### config.mk
export PLATFORM = sky130hd
export DESIGN_NAME = scan_frame_capture
export DESIGN_NICKNAME = d
export VERILOG_FILES = /design/src/rtl/scan_pkg.sv /design/src/rtl/scan_row_decoder.sv /design/src/rtl/scan_frame_capture.sv
export SDC_FILE = /design/constraint.sdc
export NUM_CORES = 2
export LEC_CHECK = 0
export CORE_UTILIZATION = 45
export CTS_BUF_LIST = sky130_fd_sc_hd__clkbuf_8 sky130_fd_sc_hd__clkbuf_16
export CTS_CLUSTER_SIZE = 8
export DETAILED_ROUTE_END_ITERATION = 10
export PLACE_DENSITY = 0.64
export RECOVER_POWER = 50
export REMOVE_ABC_BUFFERS = 1
export SLEW_MARGIN = 20
export SYNTH_ARGS = -nofsm -noshare
export SYNTH_HDL_FRONTEND = slang
export SYNTH_SLANG_ARGS = --single-unit
export TNS_END_PERCENT = 30
### constraint.sdc
create_clock -name clk -period 21.4 [get_ports clk]
set_input_delay 3.21 -clock clk [delete_from_list [all_inputs] [get_ports clk]]
set_output_delay 3.21 -clock clk [all_outputs]
set_load 0.005 [all_outputs]
### src/rtl/scan_pkg.sv
// scan_pkg: shared constants and helpers for the 32x16 LED-matrix
// scan interface, used by both the game-core driver and the capture side.
package scan_pkg;

  localparam int ROWS  = 32;
  localparam int COLS  = 16;
  localparam int ROW_W = $clog2(ROWS);

  typedef enum logic {
    HUNT,
    CAPTURE
  } scan_state_e;

  typedef struct packed {
    logic [ROW_W-1:0] idx;
    logic             ok;
  } row_dec_t;

  // MSB of com is row 0; ok is low for all-zero or multi-hot strobes
  function automatic row_dec_t onehot_to_row(logic [ROWS-1:0] com);
    row_dec_t    r;
    int unsigned n;
    r = '0;
    n = 0;
    for (int i = 0; i < ROWS; i++) begin
      if (com[i]) begin
        n++;
        r.idx = ROW_W'(ROWS - 1 - i);
      end
    end
    r.ok = (n == 1);
    return r;
  endfunction

endpackage

### src/rtl/scan_row_decoder.sv
// scan_row_decoder: one-hot row strobe to row index plus validity flag.
// Purely combinational.
module scan_row_decoder
  import scan_pkg::*;
(
  input  logic [ROWS-1:0]  com_i,
  output logic [ROW_W-1:0] row_o,
  output logic             ok_o
);

  row_dec_t dec;

  assign dec   = onehot_to_row(com_i);
  assign row_o = dec.idx;
  assign ok_o  = dec.ok;

endmodule

### src/rtl/scan_frame_capture.sv
// scan_frame_capture: rebuilds scan frames into a double-buffered store,
// with a registered read port and protocol-violation counting.
module scan_frame_capture #(
  parameter int ROWS   = scan_pkg::ROWS,
  parameter int COLS   = scan_pkg::COLS,
  parameter int FCNT_W = 16
) (
  input  logic              clk,
  input  logic              rst,
  input  logic [ROWS-1:0]   com,
  input  logic [COLS-1:0]   column,
  input  logic [4:0]        rd_row,
  output logic [COLS-1:0]   rd_data,
  output logic              frame_done,
  output logic [FCNT_W-1:0] frame_cnt,
  output logic              sync,
  output logic [7:0]        err_cnt
);
  import scan_pkg::*;

  logic [ROWS-1:0]   com_q;
  logic [COLS-1:0]   col_q;
  logic              vld_q;
  logic [ROW_W-1:0]  row;
  logic              ok;

  scan_state_e       state_q, state_d;
  logic [ROW_W-1:0]  exp_q, exp_d;
  logic              bank_sel_q, bank_sel_d;
  logic              wr_en;
  logic              done_d;
  logic              bad;

  logic [1:0][ROWS-1:0][COLS-1:0] bank_q;
  logic [COLS-1:0]   rd_q;
  logic              done_q;
  logic [FCNT_W-1:0] fcnt_q;
  logic [7:0]        err_q;

  scan_row_decoder u_dec (
    .com_i (com_q),
    .row_o (row),
    .ok_o  (ok)
  );

  // vld_q keeps the cleared s1 stage from counting as a bad strobe
  always_comb begin
    state_d    = state_q;
    exp_d      = exp_q;
    bank_sel_d = bank_sel_q;
    wr_en      = 1'b0;
    done_d     = 1'b0;
    bad        = 1'b0;
    if (vld_q) begin
      unique case (state_q)
        HUNT: begin
          if (!ok) begin
            bad = 1'b1;
          end else if (row == '0) begin
            wr_en   = 1'b1;
            exp_d   = ROW_W'(1);
            state_d = CAPTURE;
          end
        end
        CAPTURE: begin
          if (ok && row == exp_q) begin
            wr_en = 1'b1;
            if (row == ROW_W'(ROWS - 1)) begin
              bank_sel_d = ~bank_sel_q;
              done_d     = 1'b1;
              state_d    = HUNT;
            end else begin
              exp_d = exp_q + 1'b1;
            end
          end else if (ok && row == exp_q - 1'b1) begin
            wr_en = 1'b1;
          end else begin
            bad     = 1'b1;
            state_d = HUNT;
          end
        end
        default: state_d = HUNT;
      endcase
    end
  end

  always_ff @(posedge clk or negedge rst) begin
    if (!rst) begin
      com_q      <= '0;
      col_q      <= '0;
      vld_q      <= 1'b0;
      state_q    <= HUNT;
      exp_q      <= '0;
      bank_sel_q <= 1'b0;
      done_q     <= 1'b0;
      fcnt_q     <= '0;
      err_q      <= '0;
    end else begin
      com_q      <= com;
      col_q      <= column;
      vld_q      <= 1'b1;
      state_q    <= state_d;
      exp_q      <= exp_d;
      bank_sel_q <= bank_sel_d;
      done_q     <= done_d;
      if (done_d)
        fcnt_q <= fcnt_q + 1'b1;
      if (bad && err_q != 8'hFF)
        err_q <= err_q + 1'b1;
    end
  end

  // only the back bank is written, so display reads never tear
  always_ff @(posedge clk or negedge rst) begin
    if (!rst) begin
      bank_q <= '0;
      rd_q   <= '0;
    end else begin
      if (wr_en)
        bank_q[~bank_sel_q][row] <= col_q;
      rd_q <= bank_q[bank_sel_q][rd_row];
    end
  end

  assign rd_data    = rd_q;
  assign frame_done = done_q;
  assign frame_cnt  = fcnt_q;
  assign sync       = (state_q == CAPTURE);
  assign err_cnt    = err_q;

endmodule

### Word level (Yosys, flattened, before mapping)

Index checks and enable logic that the tools add are counted.
Widths: inputs -> output; s select.

| operators by class | value |
|---|---|
| mux-type cells | 96 |
| $add $sub $neg | 35 |
| shift operators | 0 |
| eq/ne operators | 9 |
| divide/modulo/power cells | 0 |
| $lt $le $gt $ge | 6 |
| reductions and logical operators | 8 |
| bitwise operators | 2 |
| multipliers | 0 |

Operator list:

| kind | count |
|---|---|
| $mux 512 | 3 |
| $bwmux 1024 | 1 |
| $mux 32 | 31 |
| $add 32x1->32 const B | 30 |
| $demux 512 s1 | 1 |
| $mux 5 | 36 |
| $bmux 16 s5 | 1 |
| $demux 16 s5 | 1 |
| $eq 32x1->1 const B | 1 |
| $mux 16 | 2 |
| $add 16x1->16 const B | 1 |
| $mux 1 | 16 |
| $lt 5x6->1 const B | 2 |
| $eq 5x5->1 | 2 |
| $pmux 5 s2 | 1 |
| $add 8x1->8 const B | 1 |
| $ne 8x8->1 const B | 1 |
| $ne 2x2->1 const B | 3 |
| $pmux 1 s2 | 3 |
| $add 5x1->5 const B | 1 |
| $eq 5x5->1 const B | 1 |
| $ge 5x1->1 const B | 1 |
| $logic_and 1x1->1 | 5 |
| $logic_not 5->1 | 1 |
| 8 further kinds | 10 |

| word-level totals | value |
|---|---|
| memories | 0 |
| output and inout bits | 42 |
| register bits after elaboration | 1,121 |
| bits in read-only memories | 0 |
| bits of input ports | 55 |
| word-level logic and storage cells | 230 |
| bits in writable memories | 0 |
| latch bits | 0 |

### Depth between registers and ports, before layout

| depth | value |
|---|---|
| depth in word-level cells | 70 |
| gate-level depth with buffers | 109 |
| depth with buffers taken out | 106 |

### Cells and area by module

From an unflattened synthesis, not the netlist that was laid out.

| second synthesis, totals | value |
|---|---|
| cell total of the unflattened synthesis | 3,982 |
| area total of the unflattened synthesis | 56,995.9 µm² |

By module, submodules not included:

| module | area each (µm²) | cells an instance | sequential area each (µm²) | times used |
|---|---|---|---|---|
| scan_frame_capture | 50,856.3 | 3,119 | 28,051.9 | 1 |
| scan_row_decoder | 6,139.6 | 863 | 0.0 | 1 |

### Worst setup path after synthesis

No wires, ideal clock.

| timing path | value |
|---|---|
| kind | register to register |
| from | register com_q[0] |
| to | register bank_q[437] (netlist name) |
| required time | 21,275 ps |
| stages on the path, launching flop included | 108 |
| arrival | 20,180 ps |
| slack | 1,095 ps |
| buffers on the path | 4 |
| library setup time | 125 ps |
| period minus slack after synthesis | 20,305 ps |
| path through | dfrtp_1 -> inv_1 -> ha_1 -> xnor2_2 -> inv_1 -> ha_1 -> nand2_1 -> o31ai_1 -> ha_1 -> mux2_2 -> ha_1 -> nor2b_1 -> or2_2 -> or2_2 -> inv_1 -> ha_1 -> nand2_1 -> o21ai_0 -> [72 not listed] -> a21bo_2 -> ha_1 -> mux2_2 -> ha_1 -> mux2_2 -> ha_1 -> nor2_1 -> a21oi_1 -> a211oi_1 -> and4_1 -> clkbuf_1 -> o211a_1 -> buf_2 -> nand3_1 -> buf_4 -> nor2_1 -> buf_2 -> mux2_2 |

| on the way | value |
|---|---|
| word-level cells in the longest chain between the ends | 69 |
| elaborated cells between the ends (all ways) | 115 |
| those cells by class | 31 x add/sub; 2 x order compare; 3 x eq/ne; 75 x mux; 4 x reduce/logical |

Ends and longest elaborated chain:

| item | line | RTL |
|---|---|---|
| from (decl) | scan_frame_capture.sv:21 | `logic [ROWS-1:0] com_q;` |
| from (signal assigned) | scan_frame_capture.sv:99 | `com_q <= com;` |
| $mux 1 | scan_pkg.sv:26 | `if (com[i]) begin` |
| $add 1x1->2 | scan_pkg.sv:27 | `n++;` |
| $mux 32 | scan_pkg.sv:26 |  |
| $add 32x1->32 | scan_pkg.sv:27 |  |
| $mux 32 | scan_pkg.sv:26 |  |
| $add 32x1->32 | scan_pkg.sv:27 |  |
| $mux 32 | scan_pkg.sv:26 |  |
| $add 32x1->32 | scan_pkg.sv:27 |  |
| [53 not listed] | -- |  |
| $add 32x1->32 | scan_pkg.sv:27 |  |
| $mux 32 | scan_pkg.sv:26 |  |
| $eq 32x1->1 | scan_pkg.sv:31 | `r.ok = (n == 1);` |
| $logic_and 1x1->1 | scan_frame_capture.sv:75 | `end else if (ok && row == exp_q - 1'b1) begin` |
| $mux 1 | scan_frame_capture.sv:75 |  |
| $mux 1 | scan_frame_capture.sv:66 | `if (ok && row == exp_q) begin` |
| $pmux 1 s2 | scan_frame_capture.sv:55 | `unique case (state_q)` |
| $mux 1 | scan_frame_capture.sv:54 | `if (vld_q) begin` |
| to (signal, indexed assignment) | scan_frame_capture.sv:120 | `bank_q[~bank_sel_q][row] <= col_q;` |
| to (decl) | scan_frame_capture.sv:34 | `logic [1:0][ROWS-1:0][COLS-1:0] bank_q;` |

Parallel ways exist; a longest one is shown, timed or not.
A chain may end at the register's enable or synchronous reset.

### Worst setup path in the final report

| timing path | value |
|---|---|
| from | register com_q[0] |
| to | register bank_q[175] (netlist name) |

Same word-level chain as after synthesis.

==> results.toml <==
[yosys]
total_standard_cell_area_after_synthesis_um2 = 56400
synth_largest_area_cell = "sky130_fd_sc_hd__dfrtp_1"
fraction_of_registers_with_async_set_reset = 1.00
synth_seq_area_share = 0.497
biggest_area_contributors_in_the_synthesized_netlist = "sky130_fd_sc_hd__dfrtp_1, sky130_fd_sc_hd__mux2_2, sky130_fd_sc_hd__mux4_2, sky130_fd_sc_hd__mux2_1, sky130_fd_sc_hd__xnor2_1"
synthDominantCellAreaShare = 0.497
synth_enable_flop_cells = 0
synth_top_flop_cell = "sky130_fd_sc_hd__dfrtp_1"
yosys.cell_types.count = 103
postSynthCellCount = 3862
syn_area_per_cell_um2 = 14.6
synth-warning-count = 0
postSynthRegisterBits = 1121

[global_routing]
grt_start_max_net_pins = 173
grt_pass1_wl_mm = 218
grtUsageTotal = 0.225
grt_antenna_before_repair = 6
vias_in_the_first_global_route = 34700
globalRouteOverflowTotal = 0

[critical_path]
critPathArrivalTime_ns = 21.16
endpoint_type_of_the_worst_setup_path = "register"
cp_data_required_time_ns = 22.04
startpoint_type = "register"
worstPathMaxFanout = 7
path_class = "reg2reg"
critPathMaxStageDelay_ns = 0.39
critical-path-slowest-cell = "sky130_fd_sc_hd__dfrtp_1"
path_common_cell = "sky130_fd_sc_hd__ha_1"

[detailed_routing]
dr_total_vias = 33300
via_per_inst = 5.91
finalWirelength_mm = 140
drt_iter0_markers = 2233
detail_route.wl_per_cell_um = 24.8
ant_nets = 0
drcViolationCount = 0
drt_first_pass_iters = 7

[outcome]
violations_in_the_final_reports = "max-capacitance violations, max-slew violations"
status = "complete, but fails checks"

[cts]
cts-root-to-sink-buffers = 3
clock-root-buffer = "sky130_fd_sc_hd__clkbuf_16"
clock_insertion_delay_worst_skew_ns = 0.78
tritoncts_clock_tree = "yes"
clk_pin_slew_worst_paths_ns = 0.05
htree_num_levels = 4
clock_sink_count = 1121
cts_buffers = 160

[sta]
fin_skew_ns = 0.0602
setup-tns-final_ns = 0
slew_at_the_pin_closest_to_its_max_slew_limit_ns = 8.51
final.setup.worst_slack_ns = 0.883
worst_hold_slack_across_all_endpoints_ns = 0.458
maxSlewHeadroom = -4.67
timing.fmax_mhz = 48.7
finalSetupViolCount = 0
fin_crit_sh = 0.959
final_hold_viol_count = 0
period_minus_slack_ns = 20.52
number_of_pins_exceeding_their_max_slew_limit_in_the_final_report = 1290

[layout]
layout_commonest_cell = "sky130_fd_sc_hd__dfrtp_1"
commonest_cells_after_routing_fill_and_taps_aside = "sky130_fd_sc_hd__dfrtp_1, sky130_fd_sc_hd__mux2_2, sky130_fd_sc_hd__mux4_2"
layout.nets = 4063
areaGrowthSynthToFinish_pct = 13.8
regArea_um2 = 28100
area_of_the_multi_input_gates_um2 = 27200
n_fill_cell = 10400
drive_gt1_frac = 0.447

[floorplan]
fp.coreArea_um2 = 124000
fp.dieH_um = 356
starting_density = 0.455
rows = 129
pin_count = 97
dieWidth_um = 356
die_outline_area_um2 = 127000

[power]
leakage_power_total_nw = 30.0
power.total_w = 0.00998
p_per_area_nw_per_um2 = 155
max-vdd-ir-drop_mv = 0.385

[worst_hold_path]
holdCritPathClass = "reg2reg"

[placement]
io_buffers = 96
dpl.hpwl_mm = 85.9
dp_worst_setup_slack_ns = -0.496
finalWeightedCongestion = 0.818

[flow_run]
max_cap_violation_count = 13
==> per-stage QoR <==
step | utilization | std cells | area [um^2]
after detailed placement | 0.476 | 5395 | 59000
after floorplan | - | 3554 | 55100
after global routing | 0.518 | 5639 | 64200
after CTS | 0.514 | 5597 | 63700
final | 0.518 | 5641 | 64200
after global placement | 0.476 | 5395 | 59000
==> state kept, by name, summed over array words and instances (netlist names), 5 cells and up <==
signal     count
err_cnt        8
frame_cnt     16
rd_data       16
bank_q      1024
col_q         16
com_q         32
exp_q          5
==> area by class of cell <==
| cell class | count | area share |
|---|---|---|
| tap | 1637 | 0.0319 |
| clock buffer | 161 | 0.0626 |
| inverter | 49 | 0.00290 |
| multi-input combinational | 2385 | 0.423 |
| antenna | 2 | 0.0000779 |
| clock inverter | 31 | 0.00668 |
| sequential | 1121 | 0.437 |
| timing repair buffer | 255 | 0.0356 |
==> cell families (layout without fill, tap and decap cells) <==
kind of cell / count (synthesis) / after routing / share of synthesized area
flip-flops: 1121 / 1121 / 0.497
XOR/XNOR: 185 / 185 / 0.0413
AND/OR/NAND/NOR: 532 / 532 / 0.0506
AO/OA/AOI/OAI: 241 / 241 / 0.0307
multiplexers: 1387 / 1388 / 0.344
buffers and inverters: 357 / 496 / 0.0274
other: 1 / 3 / 0.0000665
adder cells (fa/ha/maj): 38 / 38 / 0.00834
==> layer usage <==
layer	share of wire	vias up	global-route usage
li1	-	14600	-
met1	0.48	17900	0.336
met2	0.46	645	0.343
met3	0.040	198	0.0320
met4	0.024	0	0.0636
met5	0	-	0
==> worst max-delay path: cells and delay by family, from the launching register on <==
family | cells | cell delay, ns
AOI/OAI and AO/OA | 22 | 2.97
DFF | 1 | 0.39
adders and majority gates | 30 | 8.45
and+or+nand+nor | 35 | 4.78
buffers and inverters | 12 | 1.32
muxes | 9 | 2.44
==> power by group <==
part	switching, W	internal, W	total, W
Combinational	0.00306	0.00237	0.00543
Sequential	0.0000564	0.00220	0.00226
Clock	0.000932	0.00136	0.00229
==> synth_stat cells (8+ instances only) <==
cell type and n:
sky130_fd_sc_hd__dfrtp_1 1121, sky130_fd_sc_hd__mux2_2 939, sky130_fd_sc_hd__mux4_2 336, sky130_fd_sc_hd__clkbuf_1 192
sky130_fd_sc_hd__nand2_1 128, sky130_fd_sc_hd__nor2_1 104, sky130_fd_sc_hd__xnor2_1 91, sky130_fd_sc_hd__mux2_1 90
sky130_fd_sc_hd__nand3_1 67, sky130_fd_sc_hd__a21oi_1 47, sky130_fd_sc_hd__inv_1 46, sky130_fd_sc_hd__buf_1 41
sky130_fd_sc_hd__o21ai_0 38, sky130_fd_sc_hd__buf_4 37, sky130_fd_sc_hd__ha_1 36, sky130_fd_sc_hd__xor2_1 36
sky130_fd_sc_hd__buf_2 34, sky130_fd_sc_hd__nor3_1 34, sky130_fd_sc_hd__xnor3_1 28, sky130_fd_sc_hd__nor2_2 25
sky130_fd_sc_hd__and2_1 20, sky130_fd_sc_hd__and3_1 20, sky130_fd_sc_hd__nor2b_1 20, sky130_fd_sc_hd__nor4_1 15
sky130_fd_sc_hd__o211ai_1 15, sky130_fd_sc_hd__nand4_1 14, sky130_fd_sc_hd__or3_1 12, sky130_fd_sc_hd__mux2i_1 11
sky130_fd_sc_hd__o31ai_1 11, sky130_fd_sc_hd__mux2_4 10, sky130_fd_sc_hd__xnor2_2 10, sky130_fd_sc_hd__a211oi_1 9
sky130_fd_sc_hd__a31oi_1 9, sky130_fd_sc_hd__or2_2 9, sky130_fd_sc_hd__xor2_2 8
==> final timing paths <==
kind,to,slack [ns],from,cells past startpoint
setup reg to reg,bank_q[175],0.88,com_q[0],108
setup / recovery,bank_q[175],0.88,com_q[0],108
max in group asynchronous,col_q[10],3.50,rst,4
hold reg to reg,frame_cnt[15],0.46,frame_cnt[15],1
hold / removal,frame_cnt[15],0.46,frame_cnt[15],1
min in group asynchronous,bank_q[129],4.39,rst,1
==> what timing repair did <==
item                                    CTS  global route
hold buffers                              0             0
pin swaps                                 7            28
resized for setup                        16            73
setup buffers                            10            39
endpoints found under the setup margin  375          1055
gates cloned                              0             3
No activity file was read; power rests on OpenSTA's default activity.
